[src/rtl/clefia_f0f1_round_ctrl.sv]
// Round sequencer for the CLEFIA GFN F0/F1 XOR/bypass stage: steps through LOAD, the
// pipelined rounds and FINAL, driving sel, round-key addresses, whitening selects and state strobes.
module clefia_f0f1_round_ctrl #(
    parameter int NUM_ROUNDS = 18,
    parameter int PIPE_LAT   = 2,
    parameter int RK_ADDR_W  = 6
) (
    input  logic                 clk,
    input  logic                 rst,
    input  logic                 start,
    input  logic                 dec,
    output logic                 busy,
    output logic                 done,
    output logic                 load_pt,
    output logic                 wk_en,
    output logic                 wk_sel,
    output logic                 sel,
    output logic                 issue,
    output logic                 capture,
    output logic                 permute,
    output logic [4:0]           round,
    output logic [RK_ADDR_W-1:0] rk_addr0,
    output logic [RK_ADDR_W-1:0] rk_addr1
);

    typedef enum logic [1:0] {
        IDLE  = 2'd0,
        LOAD  = 2'd1,
        ROUND = 2'd2,
        FINAL = 2'd3
    } state_t;

    localparam int              PH_W     = (PIPE_LAT > 0) ? $clog2(PIPE_LAT + 1) : 1;
    localparam logic [PH_W-1:0] PH_LAST  = PH_W'(PIPE_LAT);
    localparam logic [4:0]      RND_LAST = 5'(NUM_ROUNDS - 1);

    state_t              state_r, state_s;
    logic [PH_W-1:0]     phase_r, phase_s;
    logic [4:0]          round_r, round_s;
    logic                dec_r, dec_s;
    logic [4:0]          r_eff_s;
    logic [RK_ADDR_W-1:0] rk0_s, rk1_s;

    // Next-state, phase/round counters and latched direction
    always_comb begin
        state_s = state_r;
        phase_s = phase_r;
        round_s = round_r;
        dec_s   = dec_r;
        case (state_r)
            IDLE: begin
                if (start) begin
                    state_s = LOAD;
                    dec_s   = dec;
                    round_s = 5'd0;
                    phase_s = '0;
                end else begin
                    state_s = IDLE;
                end
            end
            LOAD: begin
                state_s = ROUND;
                phase_s = '0;
            end
            ROUND: begin
                if (phase_r == PH_LAST) begin
                    phase_s = '0;
                    if (round_r == RND_LAST) begin
                        state_s = FINAL;
                    end else begin
                        round_s = round_r + 5'd1;
                    end
                end else begin
                    phase_s = phase_r + PH_W'(1);
                end
            end
            FINAL: begin
                state_s = IDLE;
            end
            default: begin
                state_s = IDLE;
            end
        endcase
    end

    // Decrypt walks the key schedule from the last round back to the first
    always_comb begin
        if (dec_s) begin
            r_eff_s = RND_LAST - round_s;
        end else begin
            r_eff_s = round_s;
        end
        rk0_s = RK_ADDR_W'({r_eff_s, 1'b0});
        rk1_s = rk0_s + RK_ADDR_W'(1);
    end

    // Sequencer state registers
    always_ff @(posedge clk) begin
        if (rst) begin
            state_r <= IDLE;
            phase_r <= '0;
            round_r <= 5'd0;
            dec_r   <= 1'b0;
        end else begin
            state_r <= state_s;
            phase_r <= phase_s;
            round_r <= round_s;
            dec_r   <= dec_s;
        end
    end

    // Output registers, decoded from the upcoming state so they align with it
    always_ff @(posedge clk) begin
        if (rst) begin
            busy     <= 1'b0;
            done     <= 1'b0;
            load_pt  <= 1'b0;
            wk_en    <= 1'b0;
            wk_sel   <= 1'b0;
            sel      <= 1'b0;
            issue    <= 1'b0;
            capture  <= 1'b0;
            permute  <= 1'b0;
            rk_addr0 <= '0;
            rk_addr1 <= '0;
        end else begin
            busy    <= (state_s != IDLE);
            done    <= (state_s == FINAL);
            load_pt <= (state_s == LOAD);
            wk_en   <= (state_s == LOAD) || (state_s == FINAL);
            wk_sel  <= ((state_s == LOAD) && dec_s) || ((state_s == FINAL) && !dec_s);
            sel     <= (state_s == ROUND);
            issue   <= (state_s == ROUND) && (phase_s == '0);
            capture <= (state_s == ROUND) && (phase_s == PH_LAST);
            permute <= (state_s == ROUND) && (phase_s == PH_LAST) && (round_s != RND_LAST);
            if ((state_s == LOAD) || (state_s == ROUND)) begin
                rk_addr0 <= rk0_s;
                rk_addr1 <= rk1_s;
            end else begin
                rk_addr0 <= rk_addr0;
                rk_addr1 <= rk_addr1;
            end
        end
    end

    assign round = round_r;

endmodule

[config.mk]
export PLATFORM = sky130hd
export DESIGN_NAME = clefia_f0f1_round_ctrl
export DESIGN_NICKNAME = d
export VERILOG_FILES = /design/src/rtl/clefia_f0f1_round_ctrl.sv
export SDC_FILE = /design/constraint.sdc
export NUM_CORES = 1
export LEC_CHECK = 0
export BUFFER_PORTS_ARGS = -buffer_cell sky130_fd_sc_hd__clkbuf_2
export CORE_MARGIN = 2
export CORE_UTILIZATION = 29
export CTS_BUF_LIST = sky130_fd_sc_hd__clkbuf_16
export DETAILED_ROUTE_END_ITERATION = 10
export GPL_ROUTABILITY_DRIVEN = 0
export GPL_TIMING_DRIVEN = 1
export SLEW_MARGIN = 30
export SYNTH_ARGS = -nofsm -noshare
export SYNTH_HDL_FRONTEND = slang
export SYNTH_SLANG_ARGS = --single-unit
[constraint.sdc]
create_clock -name clk -period 2.3 [get_ports clk]
set_input_delay 0.115 -clock clk [delete_from_list [all_inputs] [get_ports clk]]
set_output_delay 0.115 -clock clk [all_outputs]
set_load 0.05 [all_outputs]
==> results of run 1 <==
-- stage by stage --
stage                     instances  hold WS [ps]
after floorplan                 143           194
final                           224           270
after global routing            224           333
after CTS                       224           263
after global placement          220           461
after detailed placement        220           464
-- cells in the mapped netlist, drive strengths merged, types with 2 or more instances --
master  instances
mux2i           3
nand3b          2
o32ai           2
clkbuf          2
nor4bb          2
nand2           7
and2            4
nand4           2
nor4            2
o211ai          2
dfxtp          25
nor2           16
or4             2
nand2b          6
a21oi           7
o21ai           2
nand3           3
or2             3
a22oi           3
ha             10
buf             9
a211oi          4
nor2b           4
inv             6
-- cell usage in the layout, fill, tap and decap left out, types with 4 or more instances in the layout --
cell type / synthesis / layout
sky130_fd_sc_hd__clkbuf_2: 0 / 28
sky130_fd_sc_hd__dfxtp_1: 25 / 23
sky130_fd_sc_hd__nor2_1: 16 / 16
sky130_fd_sc_hd__ha_1: 10 / 9
sky130_fd_sc_hd__buf_4: 7 / 8
sky130_fd_sc_hd__nand2_1: 7 / 7
sky130_fd_sc_hd__inv_1: 6 / 6
sky130_fd_sc_hd__a21oi_1: 7 / 6
sky130_fd_sc_hd__nand2b_1: 5 / 5
sky130_fd_sc_hd__nor2b_1: 4 / 4
-- worst max path at each step --
stage	to	slack [ps]	depth (start not counted)
after floorplan	rk_addr1[4]$_SDFFE_PP0P_	-90	9
after global placement	rk_addr1[4]$_SDFFE_PP0P_	110	8
after detailed placement	rk_addr1[4]$_SDFFE_PP0P_	90	8
after CTS	rk_addr1[4]$_SDFFE_PP0P_	80	8
after global routing	rk_addr1[4]$_SDFFE_PP0P_	20	8
final	rk_addr1[4]$_SDFFE_PP0P_	90	8
-- power breakdown --
part	switching, mW	total, mW	internal (mW)	leakage [nW]
clock network	0.159	0.394	0.234	0.0409
logic	0.221	0.305	0.0834	0.460
registers	0.0148	0.476	0.461	0.205
-- registers in the layout (all words and copies together), names as in the netlist, 2 cells and up --
| signal | cells |
|---|---|
| round | 5 |
| rk_addr1 | 6 |
| phase_r | 2 |
| state_r | 2 |
-- per-layer routing --
metal,share of wire,up-vias,global-route usage
met5,0,-,0
met4,0.0084,0,0.0356
met3,0.061,2,0.0338
met2,0.45,34,0.190
met1,0.48,517,0.159
li1,-,560,-
-- kinds of logic after synthesis --
logic type | Yosys count | share of synthesized area
mux | 4 | 0.0310
compound gates | 28 | 0.163
xor+xnor | 1 | 0.00659
flops | 25 | 0.376
buf+inv | 18 | 0.0715
other cells | 1 | 0.00282
fa+ha+maj | 10 | 0.0941
simple gates | 56 | 0.255
-- worst reg2reg max path: stages, from the launching register on --
cell and delay [ps]:
sky130_fd_sc_hd__dfxtp_4 360, sky130_fd_sc_hd__ha_1 210, sky130_fd_sc_hd__and4bb_4 230, sky130_fd_sc_hd__or4_4 480, sky130_fd_sc_hd__and2_4 190, sky130_fd_sc_hd__ha_2 190
sky130_fd_sc_hd__a311o_1 260, sky130_fd_sc_hd__nand3_1 100, sky130_fd_sc_hd__a21oi_2 60
-- final cells by class --
type,count,area (um^2)
inverter,7,26.3
fill,441,2750
multi-input combinational,100,754
clock inverter,1,5.00
sequential,25,505
timing repair buffer,36,200
clock buffer,3,75.1
tap,52,65.1
==> reports/summary.txt, run 1 <==
outcome -> complete, no violations
Resize count post-CTS -> 0
number of enable-type register cells in the synthesized netlist -> 0
CTS Sinks -> 25
cell area after layout -> 1630 um^2
post-CTS setup buffers -> 0
first-pass detailed-route iteration total -> 4
post-layout min period -> 2210 ps
sequential area share after synthesis -> 0.376
element type at the critical path end -> register
Max clock buf depth -> 2
Setup TNS Final -> 0 ps
GRT overflow -> 0
critical path fanouts, max -> 7
headroom to the max-slew limit -> 0.656
number of placement rows -> 24
series of cell instances along the critical path -> ha_1, and4bb_4, or4_4, and2_4, ha_2, a311o_1, nand3_1, a21oi_2
hpwl dp -> 2090 um
post-synthesis area per instance -> 9.30 um^2
crit path buf inv count -> 0
Wirelength per Cell -> 12.8 um
crit path launch type -> register
total of buffers placed on input and output ports -> 28
crit path launch -> round[0]$_SDFF_PP0_
static leakage power -> 0.706 nW
leading area contributor after synthesis -> sky130_fd_sc_hd__dfxtp_1
Total Routed Length -> 2860 um
synthesis-to-layout area growth -> 22.7%
Critical Path RT -> 2440 ps
Yosys warning count -> 0
maximum clock rate -> 453 MHz
pin count of the biggest net entering global routing -> 23
Async S/R FF share, synth -> 0
stage delay of the slowest cell on the critical path -> 480 ps
Post-Place Cell Area -> 1530 um^2
depth of the worst register-to-register path -> 8
total of flip-flops plus latches after synthesis -> 25
global-route wire length before repair -> 4910 um
number of top-level design ports -> 30
overall fraction of global-route tracks in use -> 0.120
count of vias placed by the detailed router -> 1,113
hold-fix buffer count after cts -> 0
clock latency at the later pin of the worst-skew pair -> 260 ps
DIE AREA -> 5140 um^2
hold crit path type -> input port to register
fraction of the core area covered by cells at the end of the flow -> 0.372
Avg Vias per Cell -> 4.97
pre-CTS setup slack -> 91.1 ps
number of setup violations in the final report -> 0
Antenna Cells -> 0
data arrival at the endpoint of the critical path -> 2340 ps
launch instance of the worst min-delay path -> dec
synth top area cells -> sky130_fd_sc_hd__dfxtp_1 38%, sky130_fd_sc_hd__ha_1 9.4%, sky130_fd_sc_hd__nor2_1 4.5%, sky130_fd_sc_hd__buf_4 4.0%, sky130_fd_sc_hd__a21oi_1 2.6%
Synth Instances -> 143
Worst Hold End -> dec_r$_SDFF_PP0_
via count of the first global-routing pass -> 1,049
maximum vdd drop -> 0.302 mV
Crit Reg-Reg Startpoint -> round[0]$_SDFF_PP0_
clock tree from TritonCTS -> done
post-route total power -> 1.17 mW
transition at the pin with the smallest max-transition slack -> 502 ps
Worst path slowest cell -> sky130_fd_sc_hd__or4_4
final hold vios -> 0
DIE HEIGHT -> 71.7 um
worst reg2reg setup slack -> 90 ps
die width -> 71.7 um
clock buffers created by TritonCTS -> 3
pins over their slew limit -> 0
clock transition time at the flip-flop clock pins of the worst setup and hold paths -> 70 ps
Initial Util -> 0.303
most instantiated flip-flop cell in the synthesis netlist -> sky130_fd_sc_hd__dfxtp_1
combined area of all synthesized cells -> 1330 um^2
initial drt markers -> 75
max cap viols -> 0
floorplan core area -> 4380 um^2
fraction of layout cells with a size suffix above 1 -> 0.337
H-tree depth -> 1
clock root buffer -> sky130_fd_sc_hd__clkbuf_16
worst path setup slack after routing -> 93.4 ps
count of unresolved DRC violations after routing -> 0
startpoint-to-endpoint class of the critical path -> register to register
r2r endpoint -> rk_addr1[4]$_SDFFE_PP0P_
total nets after synthesis -> 157
final antenna-violating net count -> 0
Worst Hold Path Cells -> 3
nets@finish -> 187
antenna violations before repair -> 0
areal power density over the cells -> 720 nW/um^2
post-synthesis cell type count -> 45
kind of cell with the highest combined delay on the critical path -> simple AND/OR/NAND/NOR gates
skew final -> 5.47 ps
final period utilization -> 0.959
share of the synthesized area in the top cell type -> 0.376
RSZ-0062 raised after global routing -> no
(Power assumes the default switching activity.)
==> run 2: changes to the inputs <==
CORE_ASPECT_RATIO = 0.9   (was not set)
PLACE_DENSITY = 0.57   (was not set)
==> reports/summary.txt, run 2 (synthesized netlist as in run 1, its figures left out) <==
final hold vios -> 0 (unchanged)
Max clock buf depth -> 2 (unchanged)
pre-CTS setup slack -> 87.6 ps (-3.57 ps)
Initial Util -> 0.300 (-0.00325)
worst reg2reg setup slack -> 120 ps (+30 ps)
footprint of the flip-flops and latches -> 503 um^2 (-0.50%)
GRT overflow -> 0 (unchanged)
hpwl dp -> 2100 um (+0.35%)
H-tree depth -> 1 (unchanged)
maximum vdd drop -> 0.425 mV (+41%)
clock tree from TritonCTS -> done
RSZ-0062 raised after global routing -> no
element type at the critical path end -> register
final antenna-violating net count -> 0 (unchanged)
via count of the first global-routing pass -> 972 (-7.3%)
Wirelength per Cell -> 11.6 um (-9.1%)
number of setup violations in the final report -> 0 (unchanged)
antenna violations before repair -> 0 (unchanged)
skew final -> 4.66 ps (-0.807 ps)
overall fraction of global-route tracks in use -> 0.119 (-0.00143)
Total Routed Length -> 2750 um (-3.9%)
headroom to the max-slew limit -> 0.646 (-0.0101)
number of top-level design ports -> 30 (unchanged)
number of placement rows -> 23 (-4.2%)
count of vias placed by the detailed router -> 1,093 (-1.8%)
outcome -> complete, no violations
count of unresolved DRC violations after routing -> 0 (unchanged)
met3 usage in global routing -> 0.0339 (+0.000118)
Resize count post-CTS -> 0 (unchanged)
DIE HEIGHT -> 68.2 um (-4.8%)
global-route wire length before repair -> 4630 um (-5.6%)
most used routing layer -> met2
Crit Reg-Reg Startpoint -> round[1]$_SDFF_PP0_
final period utilization -> 0.948 (-0.0119)
fraction of layout cells with a size suffix above 1 -> 0.337 (about the same)
hold crit path type -> input port to register
WHS -> 260 ps (-10.5 ps)
startpoint-to-endpoint class of the critical path -> register to register
CTS Sinks -> 25 (unchanged)
depth of the worst register-to-register path -> 9 (+1)
commonest cells after routing, fill and taps aside -> 28 x sky130_fd_sc_hd__clkbuf_2, 23 x sky130_fd_sc_hd__dfxtp_1, 16 x sky130_fd_sc_hd__nor2_1, 11 x sky130_fd_sc_hd__buf_4, 9 x sky130_fd_sc_hd__ha_1
Largest register FFs -> 6 (unchanged)
crit path launch -> round[1]$_SDFF_PP0_
critical path fanouts, max -> 4 (-3)
area of the multi-input gates -> 737 um^2 (-2.3%)
pins over their slew limit -> 0 (unchanged)
met1 Usage GRT -> 0.167 (+0.00836)
worst path setup slack after routing -> 121 ps (+27.4 ps)
clock root buffer -> sky130_fd_sc_hd__clkbuf_16
r2r endpoint -> rk_addr1[4]$_SDFFE_PP0P_
first-pass detailed-route iteration total -> 4 (unchanged)
Critical Path RT -> 2430 ps (about the same)
cell total after placement -> 233 (+5.9%)
DIE AREA -> 5140 um^2 (about the same)
post-layout min period -> 2180 ps (-27.4 ps)
pin count of the biggest net entering global routing -> 23 (unchanged)
data arrival at the endpoint of the critical path -> 2310 ps (-30 ps)
hold-fix buffer count after cts -> 0 (unchanged)
transition at the pin with the smallest max-transition slack -> 517 ps (+14.7 ps)
timing endpoint of the critical path -> rk_addr1[4]$_SDFFE_PP0P_
die width -> 75.4 um (+5.1%)
areal power density over the cells -> 715 nW/um^2 (-0.77%)
synthesis-to-layout area growth -> 24.0%
post-CTS setup buffers -> 0 (unchanged)
total of buffers placed on input and output ports -> 28 (unchanged)
clock buffers created by TritonCTS -> 3 (unchanged)
most common cell after layout, fill and taps aside -> sky130_fd_sc_hd__clkbuf_2
GR Util met2 -> 0.175 (-0.0153)
max cap viols -> 0 (unchanged)
total of fill cells in the finished design -> 481 (+9.1%)
maximum clock rate -> 459 MHz (+1.3%)
nets@finish -> 190 (+1.6%)
floorplan core area -> 4430 um^2 (+1.1%)
crit path launch type -> register
clock latency at the later pin of the worst-skew pair -> 260 ps (about the same)
static leakage power -> 0.711 nW (+0.83%)
Avg Vias per Cell -> 4.61 (-7.2%)
clock transition time at the flip-flop clock pins of the worst setup and hold paths -> 70 ps (about the same)
Antenna Cells -> 0 (unchanged)
fraction of the core area covered by cells at the end of the flow -> 0.372 (about the same)
initial drt markers -> 72 (-4.0%)
non-filler cells in the finished layout -> 237 (+5.8%)
Top reg by flops -> rk_addr1
run 2: layout make-up:
cell class                      count  share of cell area
Multi-Input combinational cell    100               0.447
Sequential cell                    25               0.305
Timing Repair Buffer               39               0.135
Tap cell                           62              0.0470
Clock buffer                        3              0.0455
Inverter                            7              0.0159
Clock inverter                      1             0.00455
run 2: worst min path at each step:
stage	startpoint	to	slack [ps]	cells past startpoint
global route	dec	dec_r$_SDFF_PP0_	280	3
detailed placement	rk_addr1[0]$_SDFFE_PP0P_	rk_addr1[0]$_SDFFE_PP0P_	480	2
finish	dec	dec_r$_SDFF_PP0_	260	3
floorplan	rst	load_pt$_SDFF_PP0_	190	1
global placement	rk_addr1[0]$_SDFFE_PP0P_	rk_addr1[0]$_SDFFE_PP0P_	460	2
CTS	dec	dec_r$_SDFF_PP0_	260	3
run 2: worst max-delay path: stages, from the launching register on:
cell,delay [ps]
sky130_fd_sc_hd__dfxtp_2,330
sky130_fd_sc_hd__inv_1,50
sky130_fd_sc_hd__ha_1,190
sky130_fd_sc_hd__and4bb_4,230
sky130_fd_sc_hd__or4_4,480
sky130_fd_sc_hd__and2_4,190
sky130_fd_sc_hd__ha_2,190
sky130_fd_sc_hd__a311o_1,260
sky130_fd_sc_hd__nand3_1,80
sky130_fd_sc_hd__a21oi_1,60
run 2: stage by stage:
| stage | cell area [um^2] | total power [mW] | setup TNS (ps) |
|---|---|---|---|
| floorplan | 1330 | 0.741 | -87.0 |
| CTS | 1650 | 1.19 | 0 |
| global placement | 1560 | 0.790 | 0 |
| global route | 1650 | 1.24 | 0 |
| detailed placement | 1560 | 0.793 | 0 |
| finish | 1650 | 1.18 | 0 |
run 2: metal layers:
metal	vias to the layer above	share of wire
met2	24	0.42
met5	-	0
met4	0	0.011
met1	497	0.53
met3	4	0.039
li1	568	-
run 2: report_power, final:
| part | switching [mW] | total, mW | internal (mW) | leakage, nW |
|---|---|---|---|---|
| Combinational | 0.219 | 0.302 | 0.0834 | 0.470 |
| Clock | 0.162 | 0.399 | 0.236 | 0.0371 |
| Sequential | 0.0150 | 0.478 | 0.463 | 0.204 |
